**src/rtl/cpu_run_pkg.sv**
```systemverilog
// Shared types and defaults for the CPU run controller.
//   run_state_e  : controller FSM states
//   stop_cause_e : encoding of the StopCause output
// Optional feature macro: RUN_CTRL_BREAKPOINT_EN (adds a PC breakpoint).
package cpu_run_pkg;

    localparam int unsigned CNT_W_DEF = 16;
    localparam int unsigned PC_W_DEF  = 8;
    localparam int unsigned CAUSE_W   = 3;

    typedef enum logic [1:0] {
        ST_IDLE = 2'd0,
        ST_RUN  = 2'd1,
        ST_STEP = 2'd2,
        ST_DONE = 2'd3
    } run_state_e;

    typedef enum logic [CAUSE_W-1:0] {
        CAUSE_NONE  = 3'd0,
        CAUSE_LIMIT = 3'd1,
        CAUSE_HALT  = 3'd2,
        CAUSE_USER  = 3'd3,
        CAUSE_BREAK = 3'd4
    } stop_cause_e;

endpackage

```
**src/rtl/run_cycle_counter.sv**
```systemverilog
// Saturating cycle counter with synchronous clear and count enable.
//   clk, rst_n  : clock, async active-low reset
//   clr         : synchronous clear (wins over en)
//   en          : count enable
//   count       : registered count value
//   count_inc_c : combinational saturated count+1 (for look-ahead compares)
module run_cycle_counter #(
    parameter int unsigned CNT_W = 16
) (
    input  logic             clk,
    input  logic             rst_n,
    input  logic             clr,
    input  logic             en,
    output logic [CNT_W-1:0] count,
    output logic [CNT_W-1:0] count_inc_c
);

    localparam logic [CNT_W-1:0] CNT_MAX = '1;

    // Hold at all-ones instead of wrapping.
    assign count_inc_c = (count == CNT_MAX) ? count : count + CNT_W'(1);

    always_ff @(posedge clk or negedge rst_n) begin
        if (!rst_n) begin
            count <= '0;
        end else if (clr) begin
            count <= '0;
        end else if (en) begin
            count <= count_inc_c;
        end
    end

endmodule

```
**src/rtl/cpu_run_ctrl.sv**
```systemverilog
// CPU run controller: gates the CPU clock enable for free runs, limited runs
// and single steps, and records why the last run stopped.
//   Clock, Reset_n     : clock, async active-low reset
//   Start, Step, Stop  : run request, single-step request, user abort
//   CycleLimit         : enabled cycles to run (0 = unlimited)
//   Halt, PC           : CPU halt indication and program counter
//   BreakAddr/Valid    : breakpoint (only with RUN_CTRL_BREAKPOINT_EN)
//   CpuEn, Running     : CPU clock enable, high in RUN or STEP
//   Done               : high in DONE
//   CycleCount         : enabled cycles since the last Start/Step
//   StopCause          : reason for the last stop (stop_cause_e)
module cpu_run_ctrl
    import cpu_run_pkg::*;
#(
    parameter int unsigned CNT_W = CNT_W_DEF,
    parameter int unsigned PC_W  = PC_W_DEF
) (
    input  logic               Clock,
    input  logic               Reset_n,
    input  logic               Start,
    input  logic               Step,
    input  logic               Stop,
    input  logic [CNT_W-1:0]   CycleLimit,
    input  logic               Halt,
    input  logic [PC_W-1:0]    PC,
`ifdef RUN_CTRL_BREAKPOINT_EN
    input  logic [PC_W-1:0]    BreakAddr,
    input  logic               BreakValid,
`endif
    output logic               CpuEn,
    output logic               Running,
    output logic               Done,
    output logic [CNT_W-1:0]   CycleCount,
    output logic [CAUSE_W-1:0] StopCause
);

    run_state_e  state_q, state_d;
    stop_cause_e cause_q, cause_d;
    logic        cpu_en_q, running_q, done_q;
    logic        cnt_clr_c;
    logic        brk_hit_c;
    logic        limit_hit_c;
    logic [CNT_W-1:0] cnt_q, cnt_inc_c;

`ifdef RUN_CTRL_BREAKPOINT_EN
    assign brk_hit_c = BreakValid && (PC == BreakAddr);
`else
    logic unused_pc_c;
    assign unused_pc_c = ^PC;
    assign brk_hit_c   = 1'b0;
`endif

    // Look ahead one count: the current RUN cycle is already an enabled cycle.
    assign limit_hit_c = (CycleLimit != '0) && (cnt_inc_c >= CycleLimit);

    run_cycle_counter #(
        .CNT_W (CNT_W)
    ) u_cnt (
        .clk         (Clock),
        .rst_n       (Reset_n),
        .clr         (cnt_clr_c),
        .en          (cpu_en_q),
        .count       (cnt_q),
        .count_inc_c (cnt_inc_c)
    );

    // Next-state and stop-cause decode.
    always_comb begin
        state_d   = state_q;
        cause_d   = cause_q;
        cnt_clr_c = 1'b0;
        case (state_q)
            ST_IDLE, ST_DONE: begin
                if (Start) begin
                    state_d   = ST_RUN;
                    cause_d   = CAUSE_NONE;
                    cnt_clr_c = 1'b1;
                end else if (Step) begin
                    state_d   = ST_STEP;
                    cause_d   = CAUSE_NONE;
                    cnt_clr_c = 1'b1;
                end
            end
            ST_RUN: begin
                if (Stop) begin
                    state_d = ST_DONE;
                    cause_d = CAUSE_USER;
                end else if (Halt) begin
                    state_d = ST_DONE;
                    cause_d = CAUSE_HALT;
                end else if (brk_hit_c) begin
                    state_d = ST_DONE;
                    cause_d = CAUSE_BREAK;
                end else if (limit_hit_c) begin
                    state_d = ST_DONE;
                    cause_d = CAUSE_LIMIT;
                end
            end
            ST_STEP: begin
                state_d = ST_IDLE;
            end
            default: begin
                state_d = ST_IDLE;
            end
        endcase
    end

    // State and output registers; outputs decoded from the next state.
    always_ff @(posedge Clock or negedge Reset_n) begin
        if (!Reset_n) begin
            state_q   <= ST_IDLE;
            cause_q   <= CAUSE_NONE;
            cpu_en_q  <= 1'b0;
            running_q <= 1'b0;
            done_q    <= 1'b0;
        end else begin
            state_q   <= state_d;
            cause_q   <= cause_d;
            cpu_en_q  <= (state_d == ST_RUN) || (state_d == ST_STEP);
            running_q <= (state_d == ST_RUN) || (state_d == ST_STEP);
            done_q    <= (state_d == ST_DONE);
        end
    end

    assign CpuEn      = cpu_en_q;
    assign Running    = running_q;
    assign Done       = done_q;
    assign CycleCount = cnt_q;
    assign StopCause  = cause_q;

endmodule

```
**config.mk**
```make
export PLATFORM = sky130hd
export DESIGN_NAME = cpu_run_ctrl
export DESIGN_NICKNAME = d
export VERILOG_FILES = /design/src/rtl/cpu_run_pkg.sv /design/src/rtl/run_cycle_counter.sv /design/src/rtl/cpu_run_ctrl.sv
export SDC_FILE = /design/constraint.sdc
export NUM_CORES = 1
export LEC_CHECK = 0
export ABC_AREA = 1
export CAP_MARGIN = 0
export CORE_MARGIN = 4
export CORE_UTILIZATION = 48
export DETAILED_ROUTE_END_ITERATION = 16
export PLACE_DENSITY = 0.8
export SLEW_MARGIN = 20
export SYNTH_ARGS = -nofsm -noshare
export SYNTH_HDL_FRONTEND = slang
export SYNTH_SLANG_ARGS = --single-unit
```
**constraint.sdc**
```tcl
create_clock -name Clock -period 3.2 [get_ports Clock]
set_input_delay 0.64 -clock Clock [delete_from_list [all_inputs] [get_ports Clock]]
set_output_delay 0.64 -clock Clock [all_outputs]
set_load 0.01 [all_outputs]
```
==> results.sh <==
export IMPL_synth_area_mm2=0.001853
export IMPL_synth_top_area_cell="dfrtp_1"
export IMPL_cts_buffers=3
export IMPL_crit_arrival_ps=3050
export IMPL_place_congestion=0.8675
export IMPL_vias=1807
export IMPL_hold_viol_final=0
export IMPL_clock_sinks=22
export IMPL_min_path_type="reg -> reg"
export IMPL_p_switching_mw=0.4708
export IMPL_clkPwrFrac_pct=17.6
export IMPL_die_area_mm2=0.004918
export IMPL_synth_seq_area_share_pct=29.71
export IMPL_synthFlopType="dfrtp_1"
export IMPL_clockRootBuffer="clkbuf_8"
export IMPL_required_ps=3360
export IMPL_die_h_um=70.13
export IMPL_layout_min_cycle_time_ps=2897
export IMPL_hold_buffers=0
export IMPL_grt_ovfl_total=0
export IMPL_cp_start_kind="flop"
export IMPL_tightestPinTransition_ps=1036
export IMPL_synth_top_area_share_pct=29.71
export IMPL_pwr_share_seq_pct=32.3
export IMPL_synthDistinctLibCells=33
export IMPL_run_status="finished clean"
export IMPL_fp_row_count=22
export IMPL_grt_pass1_wl_mm=7.548
export IMPL_utilization_pct=66.15
export IMPL_place_ws_ps=130.6
export IMPL_first_global_vias=1690
export IMPL_hold_ws_ps=480.7
export IMPL_p_comb_share_pct=50.1
export IMPL_synth_seq_cells=22
export IMPL_synth_warnings=0
export IMPL_slew_violations=0
export IMPL_grt_setup_unrepaired="false"
export IMPL_ant_nets=0
export IMPL_synth_area_leaders="dfrtp_1 (30%), nand2_1 (15%), ha_1 (14%)"
export IMPL_numPortBuffers=42
export IMPL_wl_per_cell_um=12.17
export IMPL_finClkSkew_ps=5.921
export IMPL_finalWirelength_mm=4.407
export IMPL_viasPerCell=4.992
export IMPL_diodes=0
export IMPL_cts_tree="yes"
export IMPL_track_usage_pct=18.68
export IMPL_drt_iter0_drc=80
export IMPL_cp_max_fo=9
export IMPL_dr_pass1_iters=4
export IMPL_slew_headroom_pct=30.65
export IMPL_p_sw_share_pct=40.67
export IMPL_power_mw=1.158
export IMPL_fin_tns_setup_ps=0
export IMPL_clock_latency_ps=260
export IMPL_antenna_found_initial=0
export IMPL_ir_drop_mv=0.5383
export IMPL_die_width_um=70.13
export IMPL_syn_nets=314
export IMPL_htreeDepth=1
export IMPL_netlist_top_cells_count="nand2_1 (72), inv_1 (50), dfrtp_1 (22), nor2_1 (22), ha_1 (20)"
export IMPL_critPathKind="reg -> reg"
export IMPL_grt_max_degree=23
export IMPL_cts_buffer_depth=2
export IMPL_setup_viol=0
export IMPL_nets=365
export IMPL_fin_ws_ps=303.0
export IMPL_synthMostInstantiatedCell="nand2_1"
export IMPL_cap_violations=0
export IMPL_syn_area_per_cell_um2=7.019
export IMPL_synth_edff_count=0
export IMPL_async_flop_share_pct=100.0
export IMPL_drc=0
export IMPL_start_util_pct=50.24
export IMPL_fmaxAchievable_mhz=345.2
export IMPL_crit_path_end_kind="flop"
export IMPL_drive_above_1_share_pct=9.236
export IMPL_fin_crit_sh_pct=90.53
export IMPL_dp_hpwl_mm=3.496
export IMPL_area_growth_pct=31.67
export IMPL_core_mm2=0.003689
export IMPL_io_pins=52
export IMPL_clk_pin_slew_ps=90
export IMPL_p_int_mw=0.6868
export IMPL_power_leakage_nw=1.283
export IMPL_power_density_mw_per_mm2=474.4
export IMPL_synthesis_instances=264
## layer usage
layer | wire (um) | track usage (%)
met2 | 2020 | 30.22
met4 | 60 | 4.043
met3 | 271 | 4.892
met5 | 0 | 0
met1 | 2055 | 25.04
## path summary, 6_finish.rpt
check	start	to	slack, ps	depth (start not counted)
setup reg to reg	u_cnt.count[0]	Running	300	20
min in group asynchronous	Reset_n	state_q[1]	720	2
hold reg to reg	StopCause[1]	StopCause[1]	480	2
hold / removal	StopCause[1]	StopCause[1]	480	2
setup / recovery	u_cnt.count[0]	Running	300	20
max in group asynchronous	Reset_n	u_cnt.count[0]	2230	2
## registers in the layout, summed over array words and instances (netlist names)
signal,count
Running,1
Done,1
u_cnt.count,16
state_q,2
StopCause,2
## power by group through the flow
| stage | logic [mW] | clock network [mW] | registers, mW |
|---|---|---|---|
| CTS | 0.562 | 0.208 | 0.373 |
| global route | 0.664 | 0.219 | 0.383 |
| global placement | 0.545 | 0 | 0.376 |
| finish | 0.580 | 0.204 | 0.374 |
| detailed placement | 0.559 | 0 | 0.379 |
| floorplan | 0.321 | 0 | 0.391 |
## critical path, cell delays in order (launching register included)
cell	delay [ps]
dfrtp_2	400
ha_2	200
nand3_2	130
or2_4	290
or2_4	300
o21a_1	150
inv_1	60
ha_1	240
nand2_1	70
inv_1	40
nand2_1	50
nand2_1	60
nand2_1	50
nand2_1	70
nand2_1	60
nand2_1	50
nand2_2	90
nand3_1	70
nand2_1	80
nand2_1	60
ha_1	270
## area by class of cell
class / instances / area (um^2)
inverter: 51 / 191.4
tap: 48 / 60.06
fill: 329 / 1249
clock buffer: 4 / 55.05
timing repair buffer: 50 / 480.5
sequential: 22 / 551.8
multi-input combinational: 187 / 1101
## cells in the final DEF, fill, tap and decap left out, types with 8 or more instances in the layout
master	synthesis	routed
o21ai_0	8	8
clkdlybuf4s50_1	0	42
inv_1	50	50
buf_4	2	8
nand2_1	72	70
nor2_1	22	21
a21oi_1	12	12
dfrtp_1	22	21
ha_1	20	19
## what timing repair did
action,in CTS,in global routing
gates resized for setup,0,8
setup endpoints to repair,0,2
endpoints found under the hold margin,0,0
buffers inserted,0,4
## cells by family (layout without fill, tap and decap cells)
kind of cell | count (synthesis) | count (layout) | share of synthesized area, %
compound gates | 35 | 35 | 11.28
xor+xnor | 7 | 7 | 3.309
fa+ha+maj | 20 | 20 | 13.50
buf+inv | 55 | 105 | 11.95
flops | 22 | 22 | 29.71
other cells | 1 | 1 | 0.2024
simple gates | 124 | 124 | 30.05
## metrics by stage
stage / cell area [um^2] / instances
after global routing: 2440 / 362
after floorplan: 1853 / 264
final: 2440 / 362
after global placement: 2333 / 354
after CTS: 2389 / 358
after detailed placement: 2333 / 354
No activity file was read; power rests on OpenSTA's default activity.
